<file path="config.mk">
export PLATFORM = sky130hd
export DESIGN_NAME = hue_bbox_tracker
export DESIGN_NICKNAME = d
export VERILOG_FILES = /design/src/rtl/vision_pkg.sv /design/src/rtl/hue_window_match.sv /design/src/rtl/hue_bbox_tracker.sv
export SDC_FILE = /design/constraint.sdc
export NUM_CORES = 1
export LEC_CHECK = 0
export CORE_ASPECT_RATIO = 2
export CORE_UTILIZATION = 51
export CTS_CLUSTER_SIZE = 8
export DETAILED_ROUTE_END_ITERATION = 12
export PLACE_DENSITY_LB_ADDON = 0.1
export SLEW_MARGIN = 25
export SYNTH_ARGS = -nofsm -noshare
export SYNTH_HDL_FRONTEND = slang
export SYNTH_SLANG_ARGS = --single-unit
</file>
<file path="constraint.sdc">
create_clock -name clk -period 4.94 [get_ports clk]
set_input_delay 1.482 -clock clk [delete_from_list [all_inputs] [get_ports clk]]
set_output_delay 1.482 -clock clk [all_outputs]
set_load 0.01 [all_outputs]
</file>
<file path="src/rtl/vision_pkg.sv">
`default_nettype none
// ============================================================================
// vision_pkg : shared FSM state, hue range and frame-geometry widths
// Rev 1.0
// ============================================================================
package vision_pkg;

  typedef enum logic [1:0] {
    IDLE   = 2'd0,
    ACCUM  = 2'd1,
    REPORT = 2'd2
  } state_t;

  localparam int HUE_MAX   = 360;
  localparam int IMG_W_DEF = 640;
  localparam int IMG_H_DEF = 480;

  function automatic int x_width(input int img_w);
    return $clog2(img_w);
  endfunction

  function automatic int y_width(input int img_h);
    return $clog2(img_h);
  endfunction

  function automatic int cnt_width(input int img_w, input int img_h);
    return $clog2(img_w * img_h + 1);
  endfunction

endpackage
`default_nettype wire

</file>
<file path="src/rtl/hue_window_match.sv">
`default_nettype none
// ============================================================================
// hue_window_match : combinational in-window test, window may wrap through 0
// Rev 1.0
// ============================================================================
module hue_window_match
  import vision_pkg::*;
#(
  parameter int PRECISION = 16,
  parameter int HUE_LO    = 0,
  parameter int HUE_HI    = 20
) (
  input  logic [PRECISION-1:0] hue,
  output logic                 match
);

  localparam logic [PRECISION-1:0] c_lo  = PRECISION'(HUE_LO);
  localparam logic [PRECISION-1:0] c_hi  = PRECISION'(HUE_HI);

  logic w_ge_lo;
  logic w_le_hi;
  logic w_in_range;

  // Constant comparisons are folded away so narrow inputs stay lint-clean
  generate
    if (HUE_LO == 0) begin : g_lo_zero
      assign w_ge_lo = 1'b1;
    end else begin : g_lo_cmp
      assign w_ge_lo = (hue >= c_lo);
    end

    if ((2 ** PRECISION) <= HUE_MAX) begin : g_all_legal
      assign w_in_range = 1'b1;
    end else begin : g_range_cmp
      localparam logic [PRECISION-1:0] c_max = PRECISION'(HUE_MAX);
      assign w_in_range = (hue < c_max);
    end
  endgenerate

  assign w_le_hi = (hue <= c_hi);

  generate
    if (HUE_LO <= HUE_HI) begin : g_plain
      assign match = w_in_range && w_ge_lo && w_le_hi;
    end else begin : g_wrap
      assign match = w_in_range && (w_ge_lo || w_le_hi);
    end
  endgenerate

endmodule
`default_nettype wire

</file>
<file path="src/rtl/hue_bbox_tracker.sv">
`default_nettype none
// ============================================================================
// hue_bbox_tracker : per-frame bounding box and count of in-window hue pixels
// Rev 1.0
// ============================================================================
module hue_bbox_tracker
  import vision_pkg::*;
#(
  parameter int PRECISION  = 16,
  parameter int IMG_W      = IMG_W_DEF,
  parameter int IMG_H      = IMG_H_DEF,
  parameter int HUE_LO     = 0,
  parameter int HUE_HI     = 20,
  parameter int MIN_PIXELS = 16
) (
  input  logic                                 clk,
  input  logic                                 rst,
  input  logic                                 in_valid,
  input  logic                                 sop,
  input  logic                                 eop,
  input  logic [PRECISION-1:0]                 hue,
  output logic                                 bbox_valid,
  output logic                                 found,
  output logic [x_width(IMG_W)-1:0]            x_min,
  output logic [x_width(IMG_W)-1:0]            x_max,
  output logic [y_width(IMG_H)-1:0]            y_min,
  output logic [y_width(IMG_H)-1:0]            y_max,
  output logic [cnt_width(IMG_W, IMG_H)-1:0]   match_count
);

  localparam int XW = x_width(IMG_W);
  localparam int YW = y_width(IMG_H);
  localparam int CW = cnt_width(IMG_W, IMG_H);

  localparam logic [XW-1:0] c_x_last  = XW'(IMG_W - 1);
  localparam logic [YW-1:0] c_y_last  = YW'(IMG_H - 1);
  localparam logic [CW-1:0] c_cnt_max = '1;
  localparam logic [CW-1:0] c_min_pix = CW'(MIN_PIXELS);

  state_t        r_state, w_state_nxt;
  logic          w_match, w_start, w_pix, w_last, w_zero;
  logic [XW-1:0] r_x, w_px, w_x_nxt;
  logic [YW-1:0] r_y, w_py, w_y_nxt;
  logic [XW-1:0] r_xmin, r_xmax, w_xmin_base, w_xmax_base, w_xmin_nxt, w_xmax_nxt;
  logic [YW-1:0] r_ymin, r_ymax, w_ymin_base, w_ymax_base, w_ymin_nxt, w_ymax_nxt;
  logic [CW-1:0] r_cnt, w_cnt_base, w_cnt_nxt;

  hue_window_match #(
    .PRECISION (PRECISION),
    .HUE_LO    (HUE_LO),
    .HUE_HI    (HUE_HI)
  ) u_match (
    .hue   (hue),
    .match (w_match)
  );

  // A sop restarts the frame from IDLE or ACCUM; REPORT drops everything
  assign w_start = in_valid && sop && (r_state != REPORT);
  assign w_pix   = in_valid && (w_start || (r_state == ACCUM));
  assign w_last  = w_pix && eop;

  always_comb begin
    w_state_nxt = r_state;
    case (r_state)
      IDLE, ACCUM: begin
        if (w_last) begin
          w_state_nxt = REPORT;
        end else if (w_start) begin
          w_state_nxt = ACCUM;
        end
      end
      REPORT:  w_state_nxt = IDLE;
      default: w_state_nxt = IDLE;
    endcase
  end

  assign w_px = w_start ? '0 : r_x;
  assign w_py = w_start ? '0 : r_y;

  always_comb begin
    w_x_nxt = r_x;
    w_y_nxt = r_y;
    if (w_pix) begin
      if (w_px == c_x_last) begin
        w_x_nxt = '0;
        w_y_nxt = (w_py == c_y_last) ? w_py : w_py + YW'(1);
      end else begin
        w_x_nxt = w_px + XW'(1);
        w_y_nxt = w_py;
      end
    end
  end

  always_comb begin
    if (w_start) begin
      w_xmin_base = '1;
      w_xmax_base = '0;
      w_ymin_base = '1;
      w_ymax_base = '0;
      w_cnt_base  = '0;
    end else begin
      w_xmin_base = r_xmin;
      w_xmax_base = r_xmax;
      w_ymin_base = r_ymin;
      w_ymax_base = r_ymax;
      w_cnt_base  = r_cnt;
    end
    w_xmin_nxt = w_xmin_base;
    w_xmax_nxt = w_xmax_base;
    w_ymin_nxt = w_ymin_base;
    w_ymax_nxt = w_ymax_base;
    w_cnt_nxt  = w_cnt_base;
    if (w_pix && w_match) begin
      if (w_cnt_base == '0) begin
        w_xmin_nxt = w_px;
        w_xmax_nxt = w_px;
        w_ymin_nxt = w_py;
        w_ymax_nxt = w_py;
      end else begin
        w_xmin_nxt = (w_px < w_xmin_base) ? w_px : w_xmin_base;
        w_xmax_nxt = (w_px > w_xmax_base) ? w_px : w_xmax_base;
        w_ymin_nxt = (w_py < w_ymin_base) ? w_py : w_ymin_base;
        w_ymax_nxt = (w_py > w_ymax_base) ? w_py : w_ymax_base;
      end
      w_cnt_nxt = (w_cnt_base == c_cnt_max) ? w_cnt_base : w_cnt_base + CW'(1);
    end
  end

  assign w_zero = (w_cnt_nxt == '0);

  // Results are captured on the eop edge so they are visible in the REPORT cycle
  always_ff @(posedge clk) begin
    if (rst) begin
      r_state     <= IDLE;
      r_x         <= '0;
      r_y         <= '0;
      r_xmin      <= '1;
      r_xmax      <= '0;
      r_ymin      <= '1;
      r_ymax      <= '0;
      r_cnt       <= '0;
      bbox_valid  <= 1'b0;
      found       <= 1'b0;
      x_min       <= '0;
      x_max       <= '0;
      y_min       <= '0;
      y_max       <= '0;
      match_count <= '0;
    end else begin
      r_state    <= w_state_nxt;
      r_x        <= w_x_nxt;
      r_y        <= w_y_nxt;
      r_xmin     <= w_xmin_nxt;
      r_xmax     <= w_xmax_nxt;
      r_ymin     <= w_ymin_nxt;
      r_ymax     <= w_ymax_nxt;
      r_cnt      <= w_cnt_nxt;
      bbox_valid <= w_last;
      if (w_last) begin
        found       <= (w_cnt_nxt >= c_min_pix);
        x_min       <= w_zero ? '0 : w_xmin_nxt;
        x_max       <= w_zero ? '0 : w_xmax_nxt;
        y_min       <= w_zero ? '0 : w_ymin_nxt;
        y_max       <= w_zero ? '0 : w_ymax_nxt;
        match_count <= w_cnt_nxt;
      end
    end
  end

endmodule
`default_nettype wire

</file>
==> results of run 1 <==
-- worst max-delay path, cell delays in order --
cell	delay, ns
clkdlybuf4s50_1	0.49
nand2_1	0.30
nor2_2	0.16
buf_4	0.24
nor4_1	0.67
nand3_1	0.21
a2111oi_2	0.46
and4_1	0.37
o21a_1	0.45
o21ai_0	0.14
-- power groups by stage --
stage               combinational (mW)  clock [mW]  sequential, mW
finish                           0.123        1.24            1.11
global route                     0.131        1.31            1.12
CTS                              0.123        1.26            1.11
detailed placement               0.123           0            1.14
global placement                 0.120           0            1.14
floorplan                       0.0612           0            1.14
-- cells by family after synthesis --
group,count (synthesis),share of synthesized area (%)
multiplexers,22,3.24
XOR/XNOR,19,2.44
adder cells (fa/ha/maj),38,6.96
buffers and inverters,73,4.43
AND/OR/NAND/NOR,336,24.1
AO/OA/AOI/OAI,179,18.7
flip-flops,137,40.1
-- metrics by stage --
step           util [%]  instances  cell area (µm²)  worst slack [ns]  TNS [ns]
5_1_grt            65.1       1060             8500             0.137         0
4_1_cts            65.1       1060             8500             0.302         0
2_1_floorplan         -        804             6830           0.00405         0
3_3_place_gp       60.7       1028             7930            -0.156     -4.30
3_5_place_dp       60.7       1028             7940            -0.122     -2.40
6_report           65.1       1060             8500             0.253         0
-- layout make-up --
class | count | area share, %
Clock buffer | 19 | 5.09
Clock inverter | 13 | 1.57
Inverter | 31 | 1.37
Multi-Input combinational cell | 594 | 44.7
Sequential cell | 137 | 32.2
Tap cell | 152 | 2.24
Timing Repair Buffer | 114 | 12.8
-- layer usage --
metal / vias up / track usage, %
met4: 0 / 19.4
met5: - / 0
met1: 3037 / 30.1
li1: 3042 / -
met3: 76 / 5.23
met2: 243 / 57.2
-- cell usage in the layout (no fill, tap or decap), drive strengths merged, types with 3 or more instances in the layout --
cell type	Yosys	routed
a2111oi	5	5
a211oi	11	11
a21o	9	9
a21oi	38	38
a22o	29	29
a22oi	3	3
a2bb2oi	4	4
a31oi	4	4
and2	8	8
and3	6	6
and4	8	8
buf	15	36
clkbuf	27	19
clkdlybuf4s50	0	78
clkinv	0	3
dfxtp	137	137
ha	38	38
inv	31	38
mux2i	21	21
nand2	86	86
nand2b	5	5
nand3	29	29
nand4	17	17
nor2	99	99
nor2b	16	16
nor3	22	22
nor4	13	13
o2111ai	5	5
o211a	3	3
o21a	4	4
o21ai	45	45
or2	19	19
or3	3	3
xnor2	13	13
xor2	6	6
-- path summary, 6_finish.rpt --
| path | from | endpoint | slack, ns | cells past startpoint |
|---|---|---|---|---|
| worst min-delay path | x_max[5] | x_max[5] | 0.45 | 2 |
| worst max register to register | r_state[1] | x_max[4] | 1.31 | 10 |
| worst min register to register | x_max[5] | x_max[5] | 0.45 | 2 |
| worst max-delay path | in_valid | x_max[4] | 0.25 | 10 |
-- flip-flops by register name, summed over array words and instances (netlist names) --
name,count
r_xmin,10
r_x,10
x_max,10
bbox_valid,1
y_min,9
r_ymax,9
found,1
r_cnt,19
r_ymin,9
r_y,9
match_count,19
y_max,9
r_xmax,10
x_min,10
r_state,2
==> out/metrics.yaml, run 1 <==
tightest_slew_ns: 0.831
die_y_um: 166
critPathRequiredTime_ns: 5.23
ant_nets: 0
total_power_mw: 2.48
wl_met2_mm: 11.3
p_switching_mw: 0.615
dp_hpwl_mm: 15.8
synth_area_mm2: 0.00683
wirelength_mm: 20.9
grt_remaining_overflow: 0
hold_path_class: "flip-flop to flip-flop"
cts_sinks: 137
hold_buffers: 0
io_pins: 80
clk_latency_ns: 0.42
die-area_mm2: 0.0139
grt_pass1_vias: 6389
fmax_mhz: 213
powerDensity_mw_per_mm2: 291
finalSetupViolations: 0
avgViaCountPerCell: 6.04
antenna_found_initial: 0
clock_skew_ns: 0.0141
post_cts_buffers: 0
drive_gt1_share_pct: 11.0
power_frac_comb_pct: 5.0
end_kind: "flip-flop"
gp_congestion: 0.981
final_nets: 954
ys_types: 66
dr.pass1.iters: 9
ir_drop_mv: 0.284
crit_fanout: 15
cp-start-kind: "primary input"
grt.total_usage_pct: 30.5
yosysTopAreaCell: "dfxtp_1"
cts_buffers: 17
synth.net_count: 863
p_leak_nw: 3.38
synth.area.top_cells: "dfxtp_1 40%, ha_1 7.0%, nor2_1 5.3%"
multiInputGateArea_mm2: 0.00380
post_cts_resized: 0
yosys.area.top_type_share_pct: 40.1
clk_pin_slew_ns: 0.06
met1Wirelength_mm: 7.52
grt_first_pass_wirelength_mm: 32.9
critPathKind: "primary input to flip-flop"
port_buffers: 79
pwr-share-clk_pct: 50.1
ys.flop_type: "dfxtp_1"
outcome: "finished, violations left"
top_layer_used: "met4"
synth_seq_cells: 137
fin_crit_sh_pct: 94.9
max_cap_violations: 0
antenna_cells: 0
met3_length_um: 868
internal-power_mw: 1.86
rsz0062_at_grt: "false"
fillers: 1136
violations: "design-rule violations"
routedWlPerCell_um: 19.7
die_w_um: 83.9
synth_edf_count: 0
coreArea_mm2: 0.0131
cts_root_buffer: "clkbuf_16"
yosysWarningCount: 0
vias: 6398
clockBufferDepth: 2
seqCellArea_mm2: 0.00274
synth_area_per_cell_um2: 8.50
initialDrtViolationCount: 347
rows: 59
holdWs_ns: 0.454
h-tree-depth: 4
netlist_instances: 804
start_util_pct: 52.3
syn2layout_area_growth_pct: 24.4
max_slew_margin_pct: 43.2
ys_seq_area_share_pct: 40.1
cp.arrival_ns: 4.98
yosysMostFrequentCell: "dfxtp_1"
async_flop_share_pct: 0
grt_max_degree: 66
synthTopCellsByCount: "137 x dfxtp_1, 97 x nor2_1, 86 x nand2_1, 39 x o21ai_0, 38 x ha_1"
p_sw_share_pct: 24.8
hold_violations: 0
remaining_drc_errors: 12
fin_crit_ns: 4.69
finalMaxSlewViolations: 0
cts_tree: "built"
pwr-share-seq_pct: 45.0
Note: power is estimated with default switching activity, not from simulation.
==> run 2, diff against run 1 <==
--- a/config.mk
+++ b/config.mk
@@ -7,6 +7,7 @@
 export LEC_CHECK = 0
 export CORE_ASPECT_RATIO = 2
 export CORE_UTILIZATION = 51
+export CTS_CLUSTER_DIAMETER = 120
 export CTS_CLUSTER_SIZE = 8
 export DETAILED_ROUTE_END_ITERATION = 12
 export PLACE_DENSITY_LB_ADDON = 0.1
==> results of run 2 <==
No change in the layout: final DEF, timing and power equal those of run 1.
